==> config.mk <==
export PLATFORM = sky130hd
export DESIGN_NAME = i2c_lockstep_writer
export DESIGN_NICKNAME = d
export VERILOG_FILES = /design/src/rtl/i2c_lockstep_writer.sv
export SDC_FILE = /design/constraint.sdc
export NUM_CORES = 1
export LEC_CHECK = 0
export BUFFER_PORTS_ARGS = -buffer_cell sky130_fd_sc_hd__buf_4
export CORE_MARGIN = 3
export CORE_UTILIZATION = 65
export CTS_BUF_LIST = sky130_fd_sc_hd__clkbuf_4
export CTS_CLUSTER_SIZE = 8
export DETAILED_ROUTE_END_ITERATION = 12
export PLACE_DENSITY = 0.88
export SLEW_MARGIN = 5
export SYNTH_ARGS = -nofsm -noshare
export SYNTH_HDL_FRONTEND = slang
export SYNTH_SLANG_ARGS = --single-unit
==> constraint.sdc <==
create_clock -name clock -period 5.09 [get_ports clock]
set_clock_uncertainty 0.2 [all_clocks]
set_input_delay 1.018 -clock clock [delete_from_list [all_inputs] [get_ports clock]]
set_output_delay 1.018 -clock clock [all_outputs]
set_load 0.02 [all_outputs]
==> src/rtl/i2c_lockstep_writer.sv <==
// i2c_lockstep_writer: N-channel lockstep I2C register-write master with device reset sequencing
module i2c_lockstep_writer #(
  parameter int CHANNELS        = 4,
  parameter int CLK_DIV         = 125,
  parameter int RESETN_CYCLES   = 1000,
  parameter int STRETCH_TIMEOUT = 65535
) (
  input  logic                clock,
  input  logic                reset,
  input  logic                cmd_valid,
  output logic                cmd_ready,
  input  logic [CHANNELS-1:0] cmd_mask,
  input  logic [6:0]          cmd_addr,
  input  logic [7:0]          cmd_reg,
  input  logic [7:0]          cmd_data,
  output logic                done_valid,
  output logic [CHANNELS-1:0] done_nack,
  output logic                done_timeout,
  output logic [CHANNELS-1:0] sda_out,
  input  logic [CHANNELS-1:0] sda_in,
  output logic [CHANNELS-1:0] scl_out,
  input  logic [CHANNELS-1:0] scl_in,
  output logic [CHANNELS-1:0] resetn
);
  localparam int QW = $clog2(CLK_DIV);
  localparam int RW = $clog2(RESETN_CYCLES + 1);
  localparam int SW = $clog2(STRETCH_TIMEOUT + 1);
  localparam logic [QW-1:0] Q_MAX = QW'(CLK_DIV - 1);
  localparam logic [RW-1:0] R_MAX = RW'(RESETN_CYCLES - 1);
  localparam logic [SW-1:0] S_MAX = SW'(STRETCH_TIMEOUT - 1);

  typedef enum logic [2:0] {RST_HOLD, IDLE, START, BITS, STOP, DONE} state_t;

  state_t              state, nxt;
  logic [QW-1:0]       qc;
  logic [1:0]          ph;
  logic [4:0]          bi;
  logic [SW-1:0]       sc;
  logic [RW-1:0]       rc;
  logic [CHANNELS-1:0] mask;
  logic [26:0]         stream;
  logic                active, accept, stalled, wrap, last_ph, tmo_hit, ack_slot, sda, scl;

  // Shared bit-engine decode: stretch freeze, phase wrap, timeout and line levels
  always_comb begin
    active   = state inside {START, BITS, STOP};
    accept   = state == IDLE && cmd_valid;
    stalled  = ((state == BITS && ph == 2'd2) || (state == STOP && ph == 2'd1)) && |(mask & ~scl_in);
    wrap     = active && !stalled && qc == Q_MAX;
    last_ph  = wrap && ph == 2'd3;
    tmo_hit  = stalled && sc == S_MAX;
    ack_slot = bi == 5'd8 || bi == 5'd17 || bi == 5'd26;
    sda      = state == START ? ph == 2'd0 : state == BITS ? stream[26] : state == STOP ? ph[1] : 1'b1;
    scl      = state == START ? ph != 2'd3 : state == BITS ? ph[1] : state == STOP ? ph != 2'd0 : 1'b1;
  end

  // Next-state selection; a stretch timeout short-circuits straight to DONE
  always_comb begin
    nxt = state;
    case (state)
      RST_HOLD: nxt = rc == R_MAX ? IDLE : RST_HOLD;
      IDLE:     nxt = accept ? (|cmd_mask ? START : DONE) : IDLE;
      START:    nxt = last_ph ? BITS : START;
      BITS:     nxt = tmo_hit ? DONE : (last_ph && bi == 5'd26) ? STOP : BITS;
      STOP:     nxt = tmo_hit || last_ph ? DONE : STOP;
      DONE:     nxt = IDLE;
      default:  nxt = RST_HOLD;
    endcase
  end

  // State, counters, latched command and sticky result flags
  always_ff @(posedge clock or negedge reset) begin
    if (!reset) begin
      state        <= RST_HOLD;
      rc           <= '0;
      qc           <= '0;
      ph           <= '0;
      bi           <= '0;
      sc           <= '0;
      mask         <= '0;
      stream       <= '0;
      done_nack    <= '0;
      done_timeout <= 1'b0;
    end else begin
      state <= nxt;
      rc    <= state == RST_HOLD ? rc + 1'b1 : '0;
      qc    <= !active || wrap ? '0 : stalled ? qc : qc + 1'b1;
      sc    <= !active || wrap ? '0 : stalled ? sc + 1'b1 : sc;
      ph    <= !active ? 2'd0 : wrap ? ph + 2'd1 : ph;
      bi    <= state != BITS ? 5'd0 : last_ph ? bi + 5'd1 : bi;
      if (accept) begin
        mask         <= cmd_mask;
        stream       <= {cmd_addr, 1'b0, 1'b1, cmd_reg, 1'b1, cmd_data, 1'b1};
        done_nack    <= '0;
        done_timeout <= 1'b0;
      end else if (state == BITS && last_ph)
        stream <= {stream[25:0], 1'b1};
      if (tmo_hit) begin
        done_timeout <= 1'b1;
        done_nack    <= mask;
      end else if (state == BITS && ph == 2'd2 && wrap && ack_slot)
        done_nack <= done_nack | (mask & sda_in);
    end
  end

  assign cmd_ready  = state == IDLE;
  assign done_valid = state == DONE;
  assign sda_out    = ~mask | {CHANNELS{sda}};
  assign scl_out    = ~mask | {CHANNELS{scl}};
  assign resetn     = {CHANNELS{state != RST_HOLD}};
endmodule

Word level (Yosys, flattened, before mapping) --
Cells that the tools add are included.
Word-level totals: output and inout port bits 19, input port bits 38, flip-flop bits (word level) 79, logic and storage cells 101
Cells by class: muxes and demuxes 30, eq/ne operators 18, bitwise operators 7, reductions and logical operators 31, $add $sub $neg 5
Operators with widths (number):
- $mux W27 | 2
- $mux W16 | 2
- $pmux W3 S6 | 1
- $add A16 B1 Y16 const B | 1
- $eq A16 B16 Y1 const B | 1
- $mux W7 | 2
- $logic_and A1 B1 Y1 | 12
- $mux W3 | 4
- $mux W4 | 3
- $or A4 B4 Y4 | 3
- $mux W1 | 11
- $add A10 B1 Y10 const B | 1
- $eq A10 B10 Y1 const B | 1
- $eq A5 B5 Y1 const B | 2
- $mux W10 | 1
- $mux W5 | 2
- $reduce_bool A2 Y1 | 5
- $reduce_bool A3 Y1 | 3
- $and A4 B4 Y4 | 2
- $not A4 Y4 | 2
- $reduce_or A4 Y1 | 2
- $add A7 B1 Y7 const B | 1
- $eq A7 B7 Y1 const B | 1
- $eq A3 B2 Y1 const B | 2
- other kinds (15) | 24

Longest topological paths before layout --
Gate-level depths: netlist (run 1).
word-level depth 12, gate-level depth with buffers 8, depth with buffers taken out 7

Worst setup path after synthesis (run 1) --
Ideal clock, no wire load.
path kind in2reg, start point input port scl_in[2], end point register qc[5], buffers on the path 1, setup slack 2350 ps, cell stages on the path 6, arrival 2463 ps, required time 4813 ps, setup time 77 ps, path through inv_1 > a2111oi_4 > buf_2 > nor2_1 > or4_1 > a21oi_1
On the way: longest elaborated chain between the ends 9, elaborated cells on any way between the ends 10, classes of those cells eq/ne: 1; mux: 1; bitwise: 2; reduce/logical: 6
Ends and longest elaborated chain:
- start: declaration | line 22 | input logic [CHANNELS-1:0] scl_in,
- $not A4 Y4 (*) | line 48 | stalled = ((state == BITS && ph == 2'd2) || (state == STOP && ph == 2'd1)) && |(mask & ~scl_in);
- $and A4 B4 Y4 (*) | line 48
- $reduce_or A4 Y1 (*) | line 48
- $logic_and A1 B1 Y1 (*) | line 48
- $logic_not A1 Y1 | line 49 | wrap = active && !stalled && qc == Q_MAX;
- $logic_and A1 B1 Y1 (2 in a row) | line 49
- $logic_or A1 B1 Y1 | line 87 | qc <= !active || wrap ? '0 : stalled ? qc : qc + 1'b1;
- $ne A2 B1 Y1 (no source line) / $mux W7 (equally long branches)
- end signal: assignment | line 87
- end: declaration | line 35 | logic [QW-1:0] qc;
Every way passes the cells marked *; elsewhere a longest branch is shown, timed or not. A chain may end at the register's enable or synchronous reset.

Final worst setup path (run 1) --
start point register state[0], end point output port sda_out[2]
On the way: longest elaborated chain between the ends 5, elaborated cells on any way between the ends 7, classes of those cells eq/ne: 3; mux: 3; bitwise: 1
Ends and longest elaborated chain:
- start: declaration | line 34 | state_t state, nxt;
- start signal: assignment | line 85 | state <= nxt;
- $eq A3 B3 Y1 | line 53 | sda = state == START ? ph == 2'd0 : state == BITS ? stream[26] : state == STOP ? ph[1] : 1'b1;
- $mux W1 (2 in a row) | line 53
- $mux W1 (*) | line 53
- $or A4 B4 Y4 (*) | line 108 | assign sda_out = ~mask | {CHANNELS{sda}};
- end: declaration | line 19 | output logic [CHANNELS-1:0] sda_out,
Marks and branches as above.

==> metrics.md, run 1 <==
| Metric | Value |
|---|---|
| Number of design-rule violations left by the first detailed-router iteration | 354 |
| Worst Path Arrival | 2.09 ns |
| Sum of overflow across all layers after global routing | 0 |
| Worst-case hold path end point | stream[0] |
| Number of synthesized register bits | 79 |
| # fillers | 420 |
| Switching part of the total | 28.0% |
| DR WL/cell | 15.8 um |
| Met3 global-route usage | 3.86% |
| Crit Path Class | register to primary output |
| Average vias per placed instance | 6.03 |
| Die area | 0.00771 mm2 |
| Sequential fraction of the synthesis area | 45.5% |
| Num ports | 57 |
| Setup slack on the worst flop-to-flop path | 2.04 ns |
| Total of buffers placed on input and output ports | 56 |
| Share of the clock period used by the worst path after layout | 65.0% |
| Number of failing hold endpoints at the final stage | 0 |
| Number of flops mapped to enable cells by yosys | 0 |
| Global route hottest layer | met2 |
| Fmax | 302 MHz |
| LEAKAGE | 2.30 nW |
| Share of post-route cells with drive strength above 1 | 17.8% |
| Peak supply drop | 0.000192 V |
| Part of the total power dissipated in the clock network | 34.2% |
| Shortest period the worst path allows | 3.31 ns |
| Total wire length | 9300 um |
| Clock latency of the later-clocked register in the worst-skew pair | 0.44 ns |
| Total Nets Final | 556 |
| Fraction of synthesized cell area taken by the top area cell type | 45.5% |
| Number of levels in the clock H-tree | 3 |
| FF-to-FF path depth | 5 |
| Hold bufs inserted after CTS | 0 |
| Routability-driven placement congestion ratio | 0.871 |
| DRT Pass-1 Iters | 5 |
| Synth Flop Type | sky130_fd_sc_hd__dfrtp_1 |
| Horizontal extent of the die | 87.8 um |
| Final count of pins violating max slew | 0 |
| Distinct cell type count after synthesis | 55 |
| Post-CTS repair timing setup buffer count | 0 |
| Worst r2r src | mask[0] |
| Post-synthesis cell area | 0.00435 mm2 |
| Top cell type by total area after synthesis | sky130_fd_sc_hd__dfrtp_1 |
| CTS-repair resized insts | 0 |
| Final HPWL DP | 6480 um |
| Average instance area after synthesis | 9.41 um2 |
| Post-Synthesis Cells | 462 |
| Fraction of registers with async set/reset | 100% |
| Clock tree root driver cell | sky130_fd_sc_hd__clkbuf_4 |
| Number of clock buffers inserted by TritonCTS | 9 |
| Die outline height | 87.8 um |
| Power, Total | 1.30 mW |
| Least-Margin Pin Slew | 1.14 ns |
| Std-Cell Rows | 29 |
| Data required time at the worst endpoint | 3.87 ns |
| Leading post-synthesis cells by cell area | sky130_fd_sc_hd__dfrtp_1, sky130_fd_sc_hd__nand2_1, sky130_fd_sc_hd__mux2_1, sky130_fd_sc_hd__ha_1, sky130_fd_sc_hd__xnor2_1 |
| Initial standard-cell utilization of the core | 67.7% |
| Critical Path Start Type | register |
| Number of violations of the max-capacitance limit | 0 |
| Slew headroom | 24.2% |
| First-pass GRT wire length | 15100 um |
| Combined area of the multi-input logic cells | 0.00220 mm2 |
| CTS tree | done |
| Final setup fails | 0 |
| NetSw | 0.364 mW |
| Clock slew seen by the registers of the worst setup and hold paths | 0.14 ns |
| Final sum of negative setup slack | 0 ns |
| Buffer depth of the longest clock path | 2 |
| Number of clock sinks | 79 |
| Class of the most critical hold timing path | register to register |
| Largest net degree at the start of global routing | 80 |
| Hold Path Stages | 1 |
| Via count | 3537 |
| Outcome | complete, no violations |
| Power share of the sequential group | 54.0% |
| Met1 demand-to-capacity share in global routing | 31.9% |
| Antenna violations before repair | 0 |
| Most frequent cells after synthesis | sky130_fd_sc_hd__nand2_1, sky130_fd_sc_hd__dfrtp_1, sky130_fd_sc_hd__nor2_1 |
| P_int | 0.935 mW |
| Diodes inserted | 0 |
| Worst hold start | stream[0] |
| Warning count from the yosys run | 0 |
| DRC viols | 0 |
| Power per cell area | 264 mW/mm2 |
| Setup repair after global routing missed its margin | no |
| Cell with the most instances after synthesis | sky130_fd_sc_hd__nand2_1 |
| Count of nets left with antenna violations after detail routing | 0 |
| Post-Syn Nets | 513 |
| Worst Setup End Kind | primary output |
| Combinational power share | 11.8% |
| Vias in the first global route | 3310 |
| Sequential cell area | 0.00198 mm2 |
| Total routing resource utilization after global routing | 25.0% |
| Destination of the worst register-to-register timing path | sc[0] |
| Placeable core region | 0.00642 mm2 |
| GR Layer Usage met2 | 41.6% |
| Max FO, Critical Path | 14 |
| Signed area change from the synthesized netlist to the final layout | 13.0% |
-- logic make-up (layout without fill, tap and decap cells) --
logic type | after synthesis | in the layout | share of synthesized area [%]
and+or+nand+nor | 238 | 238 | 26.4
DFF | 79 | 79 | 45.5
AOI/OAI and AO/OA | 41 | 41 | 7.60
buffers and inverters | 36 | 84 | 4.03
muxes | 33 | 33 | 8.32
xor gates and xnor gates | 22 | 22 | 4.43
adders and majority gates | 13 | 13 | 3.74
-- how the worst max path moves through the flow --
stage,start,to,slack [ns],cells past startpoint
floorplan,scl_in[2],qc[5],2.35,6
global placement,scl_in[2],sc[0],1.67,6
detailed placement,scl_in[2],sc[0],1.59,6
CTS,state[0],sda_out[3],1.78,4
global route,state[0],sda_out[3],1.64,4
finish,state[0],sda_out[2],1.78,4
-- routing by layer --
metal  routed length (um)  vias up
met1                 4050     1720
met5                    0        -
met2                 4540      117
met4                  201        0
li1                     -     1675
met3                  507       25
-- power by group through the flow --
stage | Sequential [mW] | Clock [mW] | Combinational (mW)
global placement | 0.708 | 0 | 0.143
global route | 0.705 | 0.477 | 0.172
CTS | 0.699 | 0.450 | 0.155
detailed placement | 0.711 | 0 | 0.151
floorplan | 0.697 | 0 | 0.101
finish | 0.701 | 0.444 | 0.154
-- cells in the final DEF, fill, tap and decap left out, types with 7 or more instances in the layout --
cell type	count
sky130_fd_sc_hd__mux2_1	19
sky130_fd_sc_hd__ha_1	13
sky130_fd_sc_hd__and3_1	7
sky130_fd_sc_hd__a21oi_1	8
sky130_fd_sc_hd__nor2_1	30
sky130_fd_sc_hd__inv_1	10
sky130_fd_sc_hd__nand3_1	21
sky130_fd_sc_hd__o21ai_0	11
sky130_fd_sc_hd__nand4_1	10
sky130_fd_sc_hd__xnor2_1	16
sky130_fd_sc_hd__nand2_1	116
sky130_fd_sc_hd__mux2i_1	8
sky130_fd_sc_hd__buf_4	58
sky130_fd_sc_hd__or3_1	9
sky130_fd_sc_hd__clkbuf_4	9
sky130_fd_sc_hd__dfrtp_1	79
sky130_fd_sc_hd__and4_1	8
-- area by class of cell --
type	instances	share of cell area [%]
Inverter	10	0.764
Multi-Input combinational cell	347	44.7
Clock inverter	7	2.09
Clock buffer	9	1.37
Sequential cell	79	40.2
Timing Repair Buffer	58	8.86
Tap cell	77	1.96
-- state kept, by name, indices dropped and copies added, names as in the netlist --
name	cells
bi	5
rc	10
qc	7
mask	4
stream	27
done_nack	4
done_timeout	1
state	3
ph	2
sc	16
-- metrics by stage --
step           instance area (um2)  util [%]  instances  setup WS, ns  hold WS (ns)
6_report                      4910      76.5        587          1.78         0.282
5_1_grt                       4910      76.5        587          1.64         0.323
4_1_cts                       4910      76.5        587          1.78         0.286
3_5_place_dp                  4740      73.9        571          1.59         0.251
3_3_place_gp                  4740      73.9        571          1.67         0.247
2_1_floorplan                 4350         -        462          2.35         0.233
-- worst max-delay path, cell delays in order (launching register included) --
cell	delay [ns]
sky130_fd_sc_hd__dfrtp_1	0.59
sky130_fd_sc_hd__or3b_4	0.49
sky130_fd_sc_hd__o22ai_1	0.32
sky130_fd_sc_hd__nand2_1	0.10
sky130_fd_sc_hd__buf_4	0.17
Power figures use the tool's default switching activity.
==> inputs of run 2 (changes only) <==
--- a/config.mk
+++ b/config.mk
@@ -5,13 +5,14 @@
 export SDC_FILE = /design/constraint.sdc
 export NUM_CORES = 1
 export LEC_CHECK = 0
+export ABC_AREA = 1
 export BUFFER_PORTS_ARGS = -buffer_cell sky130_fd_sc_hd__buf_4
 export CORE_MARGIN = 3
-export CORE_UTILIZATION = 65
+export CORE_UTILIZATION = 60
 export CTS_BUF_LIST = sky130_fd_sc_hd__clkbuf_4
 export CTS_CLUSTER_SIZE = 8
 export DETAILED_ROUTE_END_ITERATION = 12
-export PLACE_DENSITY = 0.88
+export PLACE_DENSITY = 0.82
 export SLEW_MARGIN = 5
 export SYNTH_ARGS = -nofsm -noshare
 export SYNTH_HDL_FRONTEND = slang
==> constraint.sdc (replaced) <==
create_clock -name clock -period 3.23 [get_ports clock]
set_clock_uncertainty 0.2 [all_clocks]
set_input_delay 0.646 -clock clock [delete_from_list [all_inputs] [get_ports clock]]
set_output_delay 0.646 -clock clock [all_outputs]
set_load 0.02 [all_outputs]
==> run 2 against run 1 <==
Against the previous run:
- register-to-register slack worse by 1.2 ns
- core utilization is 5.4 points lower
- via count is 17% higher
- combinational power grew to 6.7 times the previous value
- non-clock buffer count is 1 higher
- largest cell class unchanged
- routed wire length is 9.3% higher
- cell count is 35% higher
- clock power is 67% higher
- first-iteration DRC count is 26% lower
==> metrics.md, run 2 <==
| Metric | Value |
|---|---|
| Most frequent standard cell in the layout excluding fill and tap cells | sky130_fd_sc_hd__nand2_1 |
| Peak supply drop | 0.000327 V (+70%) |
| Shortest period the worst path allows | 2.74 ns |
| Post-CTS repair timing setup buffer count | 0 (unchanged) |
| Number of design-rule violations left by the first detailed-router iteration | 262 (-26%) |
| Number of flops mapped to enable cells by yosys | 0 (unchanged) |
| Number of clock sinks | 79 (unchanged) |
| Worst Path Arrival | 1.89 ns (-0.20 ns) |
| Least-Margin Pin Slew | 1.00 ns (-0.132 ns) |
| Diodes inserted | 0 (unchanged) |
| Clock latency of the later-clocked register in the worst-skew pair | 0.44 ns (about the same) |
| DRC viols | 0 (unchanged) |
| Initial standard-cell utilization of the core | 62.4% (-5.3 points) |
| Crit Path Class | register to primary output |
| Count of nets left with antenna violations after detail routing | 0 (unchanged) |
| Power per cell area | 602 mW/mm2 (+130%) |
| Xor and xnor fraction of the mapped netlist area | 2.31% (-2.1 points) |
| Sequential fraction of the synthesis area | 43.4% (-2.0 points) |
| Post-Syn Nets | 691 (+35%) |
| Die outline height | 93.1 um (+6.1%) |
| Final setup fails | 0 (unchanged) |
| Simple logic cell fraction of the synthesized area | 38.2% (+12 points) |
| Number of violations of the max-capacitance limit | 0 (unchanged) |
| Via count | 4140 (+17%) |
| Number of clock buffers inserted by TritonCTS | 9 (unchanged) |
| Std-Cell Rows | 31 (+6.9%) |
| Fraction of synthesized cell area taken by the top area cell type | 43.4% (-2.0 points) |
| Main combinational cell family by area after synthesis | simple AND/OR/NAND/NOR gates |
| Final count of pins violating max slew | 0 (unchanged) |
| Hold Worst Slack | 0.129 ns (-0.153 ns) |
| Hold bufs inserted after CTS | 0 (unchanged) |
| Average instance area after synthesis | 7.11 um2 (-24%) |
| Sum of overflow across all layers after global routing | 0 (unchanged) |
| Slew headroom | 33.1% (+8.9 points) |
| Vias in the first global route | 3840 (+16%) |
| Total Nets Final | 742 (+33%) |
| Top cell type by total area after synthesis | sky130_fd_sc_hd__dfrtp_1 |
| Largest net degree at the start of global routing | 80 (unchanged) |
| Critical path, cell by cell | nor2_2 > nand2_1 > o21ai_0 > nand4_1 > buf_4 |
| Worst r2r src | ph[0] |
| Cell with the most instances after synthesis | sky130_fd_sc_hd__nand2_1 |
| Setup repair after global routing missed its margin | no |
| Largest register by flop count | stream |
| Outcome | complete, no violations |
| Distinct cell type count after synthesis | 29 (-47%) |
| DRT Pass-1 Iters | 5 (unchanged) |
| Cell with the largest stage delay on the worst path | sky130_fd_sc_hd__dfrtp_1 |
| Synth Flop Type | sky130_fd_sc_hd__dfrtp_1 |
| Clock tree root driver cell | sky130_fd_sc_hd__clkbuf_4 |
| Worst Setup End Kind | primary output |
| Total wire length | 10200 um (+9.3%) |
| CTS tree | done |
| Critical Path Start Type | register |
| Die area | 0.00867 mm2 (+12%) |
| Signed area change from the synthesized netlist to the final layout | 14.0% |
| Max FO, Critical Path | 4 (-10) |
| Clock slew seen by the registers of the worst setup and hold paths | 0.14 ns (about the same) |
| Num ports | 57 (unchanged) |
| Largest register FFs | 27 (unchanged) |
| Commonest cells after routing, fill and taps aside | sky130_fd_sc_hd__nand2_1, sky130_fd_sc_hd__dfrtp_1, sky130_fd_sc_hd__nor2_1, sky130_fd_sc_hd__buf_4, sky130_fd_sc_hd__nand3_1 |
| Class of the most critical hold timing path | primary input to asynchronous set/reset pin |
| First-pass GRT wire length | 17100 um (+14%) |
| Leading post-synthesis cells by cell area | sky130_fd_sc_hd__dfrtp_1, sky130_fd_sc_hd__nand2_1, sky130_fd_sc_hd__nand3_1, sky130_fd_sc_hd__nor2_1, sky130_fd_sc_hd__inv_1 |
| Buffer depth of the longest clock path | 2 (unchanged) |
| Compound-cell area share of the yosys netlist | 5.14% (-2.5 points) |
| Fmax | 365 MHz |
| Final sum of negative setup slack | 0 ns (unchanged) |
| Average vias per placed instance | 5.21 (-14%) |
| Total of buffers placed on input and output ports | 56 (unchanged) |
| Post-Synthesis Cells | 640 (+39%) |
| Critical path origin | state[1] |
| LEAKAGE | 2.73 nW (+18%) |
| Total routing resource utilization after global routing | 24.5% (-0.54 points) |
| Placeable core region | 0.00729 mm2 (+14%) |
| Area share of fa/ha/maj cells after synthesis | 3.57% (-0.17 points) |
| Data required time at the worst endpoint | 2.38 ns (-1.49 ns) |
| Fraction of registers with async set/reset | 100% (unchanged) |
| Number of failing hold endpoints at the final stage | 0 (unchanged) |
| Largest stage delay, worst path | 0.46 ns (-0.13 ns) |
| Most frequent cells after synthesis | sky130_fd_sc_hd__nand2_1, sky130_fd_sc_hd__dfrtp_1, sky130_fd_sc_hd__nor2_1 |
| Routability-driven placement congestion ratio | 0.902 (+3.5%) |
| Number of levels in the clock H-tree | 3 (unchanged) |
| CTS-repair resized insts | 0 (unchanged) |
| Horizontal extent of the die | 93.1 um (+6.1%) |
| Multiplexer fraction of the synthesized cell area | 0% (-8.3 points) |
| Largest registers | stream x27, sc x16, rc x10 |
| Share of post-route cells with drive strength above 1 | 13.4% (-4.5 points) |
| Share of the clock period used by the worst path after layout | 84.8% |
| Number of synthesized register bits | 79 (unchanged) |
| Post-synthesis cell area | 0.00455 mm2 (+4.7%) |
| Warning count from the yosys run | 0 (unchanged) |
| DR WL/cell | 12.8 um (-19%) |
| Antenna violations before repair | 0 (unchanged) |
| Final HPWL DP | 7330 um (+13%) |
## run 2: critical path, delay by kind of cell, from the launching register on
kind | cells | cell delay (ns)
simple gates | 3 | 0.43
flops | 1 | 0.46
compound gates | 1 | 0.38
buf+inv | 1 | 0.20
## run 2: cell type report
cell class,count,area (um2)
Fill cell,648,2100
Timing Repair Buffer,59,443
Clock buffer,9,67.6
Multi-Input combinational cell,482,2240
Sequential cell,79,1980
Inverter,60,225
Clock inverter,7,111
Tap cell,99,124
## run 2: report_power, final
group | internal, mW | switching [mW] | total [mW]
Sequential | 1.19 | 0.158 | 1.35
Clock | 0.387 | 0.356 | 0.743
Combinational | 0.379 | 0.653 | 1.03
Total | 1.96 | 1.17 | 3.12
## run 2: worst paths after layout
check | to | slack [ns] | cells past startpoint
worst max-delay path | sda_out[0] | 0.49 | 5
worst min-delay path | done_nack[0] | 0.13 | 1
worst max register to register | sc[1] | 0.85 | 9
worst min register to register | rc[0] | 0.27 | 1
max in group asynchronous | qc[6] | 2.01 | 1
min in group clock | mask[0] | 0.23 | 3
## run 2: layer usage
metal | GRT usage (%) | routed length [um] | vias up | share of wire, %
met5 | 0 | 0 | - | 0
met4 | 9.16 | 209 | 0 | 2.1
met3 | 3.70 | 479 | 17 | 4.7
met2 | 40.3 | 4780 | 118 | 47
met1 | 32.9 | 4710 | 1888 | 46
li1 | - | - | 2117 | -
## run 2: cell families (layout without fill, tap and decap cells)
| kind of cell | after synthesis | after routing |
|---|---|---|
| and+or+nand+nor | 413 | 413 |
| AOI/OAI and AO/OA | 44 | 44 |
| DFF | 79 | 79 |
| buffers and inverters | 79 | 135 |
| adders and majority gates | 13 | 13 |
| xor gates and xnor gates | 12 | 12 |
## run 2: metrics by stage
stage | total power, mW | area [um2] | instances | utilization (%) | setup slack (ns)
after floorplan | 2.10 | 4550 | 640 | - | 1.18
after global placement | 2.35 | 5010 | 779 | 68.7 | 0.912
after detailed placement | 2.40 | 5010 | 779 | 68.7 | 0.773
after CTS | 3.14 | 5190 | 795 | 71.2 | 0.470
after global routing | 3.34 | 5190 | 795 | 71.2 | 0.269
final | 3.12 | 5190 | 795 | 71.2 | 0.491
